===== config.mk =====
export PLATFORM = sky130hd
export DESIGN_NAME = note_sequencer
export DESIGN_NICKNAME = d
export VERILOG_FILES = /design/src/rtl/note_seq_pkg.sv /design/src/rtl/note_fifo.sv /design/src/rtl/note_sequencer.sv
export SDC_FILE = /design/constraint.sdc
export NUM_CORES = 1
export LEC_CHECK = 0
export ABC_AREA = 0
export BUFFER_PORTS_ARGS = -buffer_cell sky130_fd_sc_hd__buf_2
export CAP_MARGIN = 10
export CORE_MARGIN = 2
export CORE_UTILIZATION = 47
export CTS_CLUSTER_DIAMETER = 50
export DETAILED_ROUTE_END_ITERATION = 6
export GPL_ROUTABILITY_DRIVEN = 0
export GPL_TIMING_DRIVEN = 0
export PLACE_DENSITY = 0.62
export SLEW_MARGIN = 20
export SYNTH_ARGS = -nofsm -noshare
export SYNTH_HDL_FRONTEND = slang
export SYNTH_SLANG_ARGS = --single-unit

===== constraint.sdc =====
create_clock -name CLK -period 4.4 [get_ports CLK]
set_input_delay 0.44 -clock CLK [delete_from_list [all_inputs] [get_ports CLK]]
set_output_delay 0.44 -clock CLK [all_outputs]
set_load 0.005 [all_outputs]

===== src/rtl/note_seq_pkg.sv =====
// Shared types and defaults for the note sequencer.
//   state_t : sequencer FSM states (IDLE, PLAY, GAP)
//   entry_t : one queued note entry {note, beats}
//   DEF_*   : default parameter values for note_sequencer
package note_seq_pkg;

  typedef enum logic [1:0] {
    IDLE = 2'd0,
    PLAY = 2'd1,
    GAP  = 2'd2
  } state_t;

  typedef struct packed {
    logic [7:0] note;
    logic [3:0] beats;
  } entry_t;

  localparam int unsigned DEF_DEPTH      = 16;
  localparam int unsigned DEF_TICK_DIV   = 4194304;
  localparam int unsigned DEF_GAP_CYCLES = 262144;

  // A beat field of 0 encodes the maximum duration of 16 beats.
  function automatic logic [4:0] beats_to_count(input logic [3:0] beats);
    return (beats == 4'd0) ? 5'd16 : {1'b0, beats};
  endfunction

endpackage


===== src/rtl/note_fifo.sv =====
// Synchronous FIFO of note entries.
//   CLK, RST_N : clock, async active-low reset
//   push       : write request (ignored when full)
//   wr_data    : entry to write
//   pop        : read request (ignored when empty)
//   head_c     : entry at the read pointer (combinational)
//   level      : number of stored entries
//   full/empty : registered status flags, evaluated before this cycle's push/pop
module note_fifo
  import note_seq_pkg::*;
#(
  parameter int unsigned DEPTH = DEF_DEPTH
) (
  input  logic                   CLK,
  input  logic                   RST_N,
  input  logic                   push,
  input  entry_t                 wr_data,
  input  logic                   pop,
  output entry_t                 head_c,
  output logic [$clog2(DEPTH):0] level,
  output logic                   full,
  output logic                   empty
);

  localparam int unsigned PTR_W = $clog2(DEPTH);
  localparam int unsigned LVL_W = PTR_W + 1;

  entry_t             mem [DEPTH];
  logic [PTR_W-1:0]   wr_ptr;
  logic [PTR_W-1:0]   rd_ptr;
  logic [LVL_W-1:0]   level_nxt;
  logic               push_ok;
  logic               pop_ok;

  assign push_ok = push && !full;
  assign pop_ok  = pop && !empty;
  assign head_c  = mem[rd_ptr];

  // Simultaneous push and pop leaves the level unchanged.
  always_comb begin
    level_nxt = level;
    case ({push_ok, pop_ok})
      2'b10:   level_nxt = level + LVL_W'(1);
      2'b01:   level_nxt = level - LVL_W'(1);
      default: level_nxt = level;
    endcase
  end

  // Pointers, level and flags; pointers wrap naturally at DEPTH.
  always_ff @(posedge CLK or negedge RST_N) begin
    if (!RST_N) begin
      wr_ptr <= '0;
      rd_ptr <= '0;
      level  <= '0;
      full   <= 1'b0;
      empty  <= 1'b1;
    end else begin
      if (push_ok) wr_ptr <= wr_ptr + PTR_W'(1);
      if (pop_ok)  rd_ptr <= rd_ptr + PTR_W'(1);
      level <= level_nxt;
      full  <= (level_nxt == LVL_W'(DEPTH));
      empty <= (level_nxt == '0);
    end
  end

  // Storage array, no reset needed.
  always_ff @(posedge CLK) begin
    if (push_ok) mem[wr_ptr] <= wr_data;
  end

endmodule


===== src/rtl/note_sequencer.sv =====
// Note sequencer: queues {note, beats} entries and plays them to a tone
// generator, one beat = TICK_DIV clocks.
//   CLK, RST_N           : clock, async active-low reset
//   in_valid/in_ready    : entry handshake (in_ready = !full)
//   in_note, in_beats    : entry payload (note 0 = rest, beats 0 = 16)
//   play_en              : playback enable
//   note                 : current note to the tone generator (0 = silence)
//   note_active          : an entry is sounding (PLAY state)
//   busy                 : not IDLE
//   fifo_level           : stored entry count
// Macro NOTE_SEQ_GAP_EN: when defined, each note ends with GAP_CYCLES of
// silence inside its slot; otherwise notes are played legato.
module note_sequencer
  import note_seq_pkg::*;
#(
  parameter int unsigned DEPTH      = DEF_DEPTH,
  parameter int unsigned TICK_DIV   = DEF_TICK_DIV,
  parameter int unsigned GAP_CYCLES = DEF_GAP_CYCLES
) (
  input  logic                   CLK,
  input  logic                   RST_N,
  input  logic                   in_valid,
  output logic                   in_ready,
  input  logic [7:0]             in_note,
  input  logic [3:0]             in_beats,
  input  logic                   play_en,
  output logic [7:0]             note,
  output logic                   note_active,
  output logic                   busy,
  output logic [$clog2(DEPTH):0] fifo_level
);

  localparam int unsigned       TICK_W      = $clog2(TICK_DIV);
  localparam logic [TICK_W-1:0] TICK_RELOAD = TICK_W'(TICK_DIV - 1);
`ifdef NOTE_SEQ_GAP_EN
  localparam logic [TICK_W-1:0] END_TICK    = TICK_W'(GAP_CYCLES);
`else
  localparam logic [TICK_W-1:0] END_TICK    = '0;
`endif

  // Elaboration-time parameter sanity checks.
  if (DEPTH < 4 || DEPTH > 256 || (DEPTH & (DEPTH - 1)) != 0) begin : g_bad_depth
    $error("note_sequencer: DEPTH must be a power of two in 4..256");
  end
  if (TICK_DIV < 4) begin : g_bad_tick
    $error("note_sequencer: TICK_DIV must be at least 4");
  end
  if (GAP_CYCLES >= TICK_DIV) begin : g_bad_gap
    $error("note_sequencer: GAP_CYCLES must be less than TICK_DIV");
  end

  state_t            state;
  state_t            state_nxt;
  logic [4:0]        beat;
  logic [4:0]        beat_nxt;
  logic [TICK_W-1:0] tick;
  logic [TICK_W-1:0] tick_nxt;
  logic [7:0]        note_nxt;
  logic              start;
  logic              pop;
  logic              full;
  logic              empty;
  entry_t            wr_entry;
  entry_t            head_c;

  assign wr_entry = {in_note, in_beats};
  assign in_ready = !full;

  note_fifo #(
    .DEPTH(DEPTH)
  ) u_fifo (
    .CLK    (CLK),
    .RST_N  (RST_N),
    .push   (in_valid),
    .wr_data(wr_entry),
    .pop    (pop),
    .head_c (head_c),
    .level  (fifo_level),
    .full   (full),
    .empty  (empty)
  );

  // Next-state, counter and note logic; 'start' pops and loads a new entry.
  always_comb begin
    state_nxt = state;
    beat_nxt  = beat;
    tick_nxt  = tick;
    note_nxt  = note;
    start     = 1'b0;
    case (state)
      IDLE: start = !empty && play_en;
      PLAY: begin
        if (beat == 5'd1 && tick == END_TICK) begin
`ifdef NOTE_SEQ_GAP_EN
          state_nxt = GAP;
          note_nxt  = '0;
          beat_nxt  = '0;
          tick_nxt  = tick - TICK_W'(1);
`else
          start = !empty && play_en;
          if (!start) begin
            state_nxt = IDLE;
            note_nxt  = '0;
            beat_nxt  = '0;
            tick_nxt  = '0;
          end
`endif
        end else if (tick == '0) begin
          tick_nxt = TICK_RELOAD;
          beat_nxt = beat - 5'd1;
        end else begin
          tick_nxt = tick - TICK_W'(1);
        end
      end
`ifdef NOTE_SEQ_GAP_EN
      // Tick keeps counting down through the gap; tick==0 is its last cycle.
      GAP: begin
        if (tick == '0) begin
          start = !empty && play_en;
          if (!start) state_nxt = IDLE;
        end else begin
          tick_nxt = tick - TICK_W'(1);
        end
      end
`endif
      default: state_nxt = IDLE;
    endcase
    if (start) begin
      state_nxt = PLAY;
      note_nxt  = head_c.note;
      beat_nxt  = beats_to_count(head_c.beats);
      tick_nxt  = TICK_RELOAD;
    end
    pop = start;
  end

  // State, counters and registered outputs.
  always_ff @(posedge CLK or negedge RST_N) begin
    if (!RST_N) begin
      state       <= IDLE;
      beat        <= '0;
      tick        <= '0;
      note        <= '0;
      note_active <= 1'b0;
      busy        <= 1'b0;
    end else begin
      state       <= state_nxt;
      beat        <= beat_nxt;
      tick        <= tick_nxt;
      note        <= note_nxt;
      note_active <= (state_nxt == PLAY);
      busy        <= (state_nxt != IDLE);
    end
  end

endmodule


==> impl_metrics.toml, run 1 <==
[route]
vias = 5716
viasPerCell = 5.88
avgRoutedWirePerCell_um = 23.0
drtIter0Drc = 467
ant_nets = 0
finalWirelength_um = 22400
drtPass1Iterations = 5
drc = 0

[floorplan]
fp.coreArea_mm2 = 0.0216
io_pins = 32
die_y_um = 152
die_x_um = 152
rows = 54
dieArea_mm2 = 0.0230
start_util_pct = 47.4

[final_layout]
fillers = 1724
drive_above_1_share_pct = 22.0
area_growth_pct = 13.9
final_nets = 697
instances_no_fill = 972
fin_util_pct = 54.0

[critical_path]
crit_chain = "buf_2 -> nor4_2 -> and4_1 -> a31oi_1 -> inv_1 -> buf_2 -> ha_1 -> a21oi_1 -> a21boi_0 -> or4_1 -> nand3b_1 -> a211oi_1"
start_kind = "flip-flop"
crit_fanout = 19
crit_top_cell = "buf_2"
worstPathArrival_ps = 4100
worst_setup_path_end_kind = "flip-flop"
crit_family = "simple AND/OR/NAND/NOR gates"
path_buf_inv = 3
cp_data_required_time_ps = 4810
path_class = "flip-flop to flip-flop"
cpPeakStageDelay_ps = 570
slowest_stage = "nor4_2"

[yosys]
ys_top_cells_by_count = "edfxtp_1 (192), mux4_2 (60), dfrtp_1 (53)"
ys_types = 58
yosysWarnings = 0
yosys.area.top_type = "edfxtp_1"
synth_top_area_share_pct = 56.2
synth_seq_area_share_pct = 69.4
netlist_instances = 610
synth_area_mm2 = 0.0103
syn-num-nets = 636
ys.flop_type = "edfxtp_1"
synth_most_common_cell = "edfxtp_1"
avgSynthCellArea_um2 = 16.8
async_reset_ff_share_pct = 22.0
yosys-top-cells-area = "edfxtp_1 (56%), mux4_2 (13%), dfrtp_1 (13%)"
synth_edf_count = 192
ys_ff_latch = 246

[timing]
period_share_pct = 84.0
setup-violations-final = 0
maxSlewHeadroom_pct = 34.7
tns_ps = 0
tightestPinTransition_ps = 980
max_freq_mhz = 271
fin_hold_ws_ps = 274
fin_skew_ps = 17.3
rsz0062_at_grt = "no"
drv_slew = 0
finalHoldViolations = 0
layout_min_cycle_time_ps = 3690

[power]
switching_share_pct = 29.4
power_density_mw_per_mm2 = 624
peakVddDrop_mv = 0.329
power.leakage_nw = 3.99
switching_power_w = 0.00214
p_int_w = 0.00514
power_frac_comb_pct = 26.7
pwr-share-clk_pct = 30.9
seq_power_share_pct = 42.4

[global_routing]
grt_pass1_wl_um = 34300
first_global_vias = 5962
antenna_found_initial = 1
grt_max_degree = 55
grt-ovfl-total = 0
grt_util_all_layers_pct = 20.2

[placement]
place.port_buffers = 31
dp_hpwl_um = 13500
placed_cells = 921

[clock_network]
clk_pin_slew_worst_paths_ps = 60
h-tree-depth = 1
clock_sinks = 246
clk_latency_ps = 540
root_buffer = "clkbuf_16"
clockBufferDepth = 3
numCtsBuffers = 28
cts_tree = "built"

[hold_path]
hold_path.class = "input pin to flip-flop"

[job]
maxCapViolations = 0

[status]
status = "complete, no violations"
## logic make-up (layout without fill, tap and decap cells)
logic type	count (synthesis)	after routing	share of synthesized area, %
AO/OA/AOI/OAI	100	100	6.08
XOR/XNOR	10	10	0.854
adder cells (fa/ha/maj)	10	10	1.22
buffers and inverters	45	126	1.81
flip-flops	246	246	69.4
multiplexers	61	61	13.3
other	1	2	0.0366
AND/OR/NAND/NOR	137	137	7.32
## sequential cells by signal, indices dropped and copies added, names as in the netlist, 2 cells and up
| signal | count |
|---|---|
| beat | 5 |
| note | 8 |
| u_fifo.wr_ptr | 4 |
| u_fifo.mem | 192 |
| state | 2 |
| u_fifo.level | 5 |
| u_fifo.rd_ptr | 4 |
| tick | 22 |
## final cells by class
type / instances / area, um^2 / share of cell area, %
well taps: 280 / 350 / 3.00
multi-input cells: 319 / 2960 / 25.4
repair buffers: 32 / 168 / 1.44
plain buffers: 29 / 126 / 1.08
clock inverters: 17 / 180 / 1.54
flip-flops and latches: 246 / 7120 / 60.9
inverters: 15 / 56.3 / 0.482
diodes: 1 / 2.50 / 0.0214
clock buffers: 33 / 719 / 6.16
## path summary, 6_finish.rpt
check	end	start	slack (ps)	depth (start not counted)
worst max register to register	u_fifo.full$_DFF_PN0_	tick[6]$_DFFE_PN0P_	710	12
worst min-delay path	u_fifo.mem[0][8]$_DFFE_PP_	in_note[4]	270	1
max in group asynchronous	u_fifo.level[2]$_DFF_PN0_	RST_N	3400	2
worst max-delay path	u_fifo.full$_DFF_PN0_	tick[6]$_DFFE_PN0P_	710	12
worst min register to register	note[1]$_DFFE_PN0P_	note[1]$_DFFE_PN0P_	500	1
min in group asynchronous	note[7]$_DFFE_PN0P_	RST_N	510	2
## timing repair
action,4_1_cts,5_1_grt
endpoints found under the hold margin,43,0
setup buffers,0,0
resized for setup,0,1
hold buffers,1,0
setup endpoints to repair,0,3
## through the flow
stage | instance area [um^2] | total power, W | worst slack, ps
after floorplan | 10300 | 0.00446 | 1200
after global placement | 10800 | 0.00501 | 226
after detailed placement | 10800 | 0.00508 | 101
after CTS | 11700 | 0.00735 | 91.6
after global routing | 11700 | 0.00763 | 262
final | 11700 | 0.00729 | 706
## routing by layer
metal / up-vias / global-route usage [%] / part of all wire, %
met5: - / 0 / 0
li1: 2544 / - / -
met3: 38 / 3.23 / 5.6
met2: 184 / 34.3 / 51
met4: 0 / 5.00 / 2.2
met1: 2950 / 27.7 / 42
## power groups by stage
stage / registers, W / clock network [W] / logic (W)
floorplan: 0.00307 / 0 / 0.00139
global placement: 0.00310 / 0 / 0.00190
detailed placement: 0.00312 / 0 / 0.00196
CTS: 0.00308 / 0.00230 / 0.00197
global route: 0.00312 / 0.00239 / 0.00212
finish: 0.00309 / 0.00226 / 0.00195
## cells in the final DEF, fill, tap and decap left out, types with 2 or more instances in the layout
cell type  count
o31ai_1        4
bufinv_16      3
a22o_1        13
and3_1         4
ha_1          10
nor3b_1        2
clkinv_1       4
inv_6          3
or2_2          2
o2111ai_1      2
nor4_2         2
nor2_1        27
o21ai_0       41
and2_1        16
o31a_1         2
mux4_2        60
or4_1          3
buf_2         37
edfxtp_1     192
inv_1         15
a21oi_1       17
o41ai_1        2
clkbuf_16     28
nand3_1        7
a31oi_1        8
clkinv_2       5
dfrtp_1       53
a211oi_1       2
clkbuf_1      21
xnor2_1        9
o211ai_1       2
nor3_1         9
buf_1          4
nor2b_1        4
a21o_1         2
nor4_1         6
nand2b_1       5
nand4_1        3
nand2_1       33
(Power assumes the default switching activity.)
==> run 2, diff against run 1 <==
- ABC_AREA: 0 -> 1
- PLACE_DENSITY: 0.62 -> 0.64
- clock period: 4.4 -> 3.05 ns (I/O delays scaled with it)
==> run 2 against run 1 <==
- non-clock buffer count up 19
- first-iteration DRC count up 49%
- largest cell class unchanged
- critical path type unchanged
- sequential share of layout area down 1.9 points
- global-route usage up 2.3 points
- clock skew down 0.99 ps
- synthesized cell count up 48%
- critical endpoint unchanged
- worst setup slack worse by 440 ps
- worst hold slack worse by 160 ps
- highest routed layer unchanged
- sequential cell count unchanged
==> impl_metrics.toml, run 2 <==
[status]
status = "complete, no violations"

[timing]
drv_slew = 0
tns_ps = 0
period_share_pct = 91.4
rsz0062_at_grt = "no"
max_freq_mhz = 359
fin_skew_ps = 16.3
finalHoldViolations = 0
tightestPinTransition_ps = 927
layout_min_cycle_time_ps = 2790
maxSlewHeadroom_pct = 38.1
setup-violations-final = 0

[final_layout]
largest_reg_flops = 192
drive_above_1_share_pct = 14.2
diodes = 0
final_common_cell = "edfxtp_1"
top_register = "u_fifo.mem"
largest_registers = "u_fifo.mem (192), tick (22), note (8)"
multiInputGateArea_mm2 = 0.00300
area_growth_pct = 15.0
fin_util_pct = 55.2
seqCellArea_mm2 = 0.00712
final_nets = 994
layout_common_cells = "edfxtp_1 (192), nand2_1 (130), a21oi_1 (89)"
fillers = 1868

[placement]
place.port_buffers = 31
dp_hpwl_um = 17100

[clock_network]
clock_sinks = 246
h-tree-depth = 1
cts_tree = "built"
clk_pin_slew_worst_paths_ps = 60
cts_setup_buffers = 0
clk_latency_ps = 560
numCtsBuffers = 29
clockBufferDepth = 3
root_buffer = "clkbuf_16"

[yosys]
synth_seq_area_share_pct = 67.9
ys_types = 44
yosysWarnings = 0
syn-num-nets = 926
synth_most_common_cell = "edfxtp_1"
synth_area_mm2 = 0.0105
ys_top_cells_by_count = "edfxtp_1 (192), nand2_1 (131), a21oi_1 (89), nor2_1 (89), o21ai_0 (59)"
ys.flop_type = "edfxtp_1"
synth_edf_count = 192
yosys-top-cells-area = "edfxtp_1 (55%), dfrtp_1 (13%), nand2_1 (4.7%)"
ys_ff_latch = 246
yosys.area.top_type = "edfxtp_1"
netlist_instances = 900
synth_top_area_share_pct = 55.0
async_reset_ff_share_pct = 22.0
avgSynthCellArea_um2 = 11.6

[power]
peakVddDrop_mv = 0.493
power.leakage_nw = 4.34
power_density_mw_per_mm2 = 949

[hold_path]
hold_path.class = "input pin to flip-flop"
holdPathEnd = "u_fifo.mem[0][1]$_DFFE_PP_"
hp-start = "in_beats[1]"
hold_depth = 1

[critical_path]
path_buf_inv = 4
slowest_stage = "dfrtp_1"
r2r-start = "tick[0]$_DFFE_PN0P_"
worstPathArrival_ps = 3270
crit_fanout = 10
r2r_end = "u_fifo.full$_DFF_PN0_"
start_kind = "flip-flop"
cp_data_required_time_ps = 3530
r2r_cells = 16
worst-r2r-setup-slack_ps = 260
worst_setup_path_end_kind = "flip-flop"
path_class = "flip-flop to flip-flop"
crit_family = "simple AND/OR/NAND/NOR gates"
cpPeakStageDelay_ps = 370
crit_chain = "inv_1 -> ha_1 -> nand2_2 -> nor2_4 -> nand4_4 -> nand2_4 -> nand2_1 -> inv_2 -> buf_6 -> ha_1 -> inv_2 -> o21ai_0 -> or2_2 -> nor2_1 -> nand3_1 -> nor2_1"

[route]
viasPerCell = 5.72
vias = 7267
finalWirelength_um = 26500
drtIter0Drc = 697
drtPass1Iterations = 5
avgRoutedWirePerCell_um = 20.9
ant_nets = 0
drc = 0

[floorplan]
rows = 54
dieArea_mm2 = 0.0235
io_pins = 32
die_x_um = 153
die_y_um = 153
start_util_pct = 48.0
fp.coreArea_mm2 = 0.0218

[global_routing]
first_global_vias = 6980
grt_util_all_layers_pct = 22.5
grt_pass1_wl_um = 40600
grt_max_degree = 55
grt-ovfl-total = 0
antenna_found_initial = 0

[job]
maxCapViolations = 0
[run 2: changes by cell type after synthesis, sizes merged, moves of 21 or more]
cell | previous run | this run
o21ai | 41 | 63
xor2 | 1 | 22
inv | 15 | 56
a21oi | 17 | 89
a221oi | 0 | 26
nand2 | 34 | 135
nor2 | 28 | 99
mux4 | 60 | 0
nand3 | 7 | 28
[run 2: metal layers]
metal | share of wire (%) | vias to the layer above | global-route usage (%)
li1 | - | 3381 | -
met1 | 44 | 3556 | 32.1
met2 | 47 | 280 | 35.7
met3 | 7.0 | 50 | 3.66
met4 | 2.7 | 0 | 7.01
met5 | 0 | - | 0
[run 2: stage by stage]
step | area (um^2) | std cells | power, W | worst slack, ps | hold slack (ps)
5_1_grt | 12100 | 1271 | 0.0120 | 3.69 | 120
3_5_place_dp | 11100 | 1216 | 0.00812 | -56.2 | 405
4_1_cts | 12000 | 1271 | 0.0114 | 35.0 | 106
3_3_place_gp | 11000 | 1211 | 0.00799 | -33.5 | 490
2_1_floorplan | 10500 | 900 | 0.00672 | 490 | 9.41
6_report | 12100 | 1271 | 0.0114 | 262 | 114
[run 2: layout make-up]
type | count | share of cell area, %
plain buffers | 43 | 1.58
well taps | 280 | 2.91
multi-input cells | 550 | 24.9
flip-flops and latches | 246 | 59.0
clock buffers | 43 | 6.96
repair buffers | 37 | 1.98
inverters | 61 | 1.90
clock inverters | 11 | 0.747
[run 2: cells by family (layout without fill, tap and decap cells)]
kind of cell	Yosys count	in the layout	share of synthesized area, %
buf+inv	104	195	3.94
simple gates	291	291	12.2
compound gates	224	224	12.7
xor+xnor	24	24	2.01
flops	246	246	67.9
other cells	1	1	0.0358
fa+ha+maj	10	10	1.19
[run 2: worst max path at each step]
| stage | from | end | slack [ps] | cells after the start |
|---|---|---|---|---|
| finish | tick[0]$_DFFE_PN0P_ | u_fifo.full$_DFF_PN0_ | 260 | 16 |
| global route | tick[0]$_DFFE_PN0P_ | u_fifo.full$_DFF_PN0_ | 4 | 16 |
| CTS | tick[0]$_DFFE_PN0P_ | u_fifo.full$_DFF_PN0_ | 40 | 16 |
| detailed placement | beat[1]$_DFFE_PN0P_ | u_fifo.full$_DFF_PN0_ | -60 | 16 |
| global placement | beat[1]$_DFFE_PN0P_ | u_fifo.full$_DFF_PN0_ | -30 | 16 |
| floorplan | tick[0]$_DFFE_PN0P_ | u_fifo.full$_DFF_PN0_ | 490 | 16 |
[run 2: what timing repair did]
action,CTS,global route
gates resized for setup,2,5
hold buffers,1,0
endpoints found under the hold margin,53,0
pin swaps,0,0
endpoints found under the setup margin,2,2
[run 2: where the power goes]
part | internal (W) | switching (W) | total (W) | leakage [nW]
Combinational | 0.00110 | 0.00260 | 0.00369 | 1.57
Sequential | 0.00415 | 0.000284 | 0.00443 | 2.32
Clock | 0.00192 | 0.00139 | 0.00331 | 0.450
[run 2: worst register-to-register path, cell delays in order, from the launching register on]
cell and delay (ps):
dfrtp_1 370, inv_1 120, ha_1 220, nand2_2 120, nor2_4 150, nand4_4 130
nand2_4 120, nand2_1 100, inv_2 100, buf_6 150, ha_1 290, inv_2 130
o21ai_0 100, or2_2 280, nor2_1 100, nand3_1 110, nor2_1 110
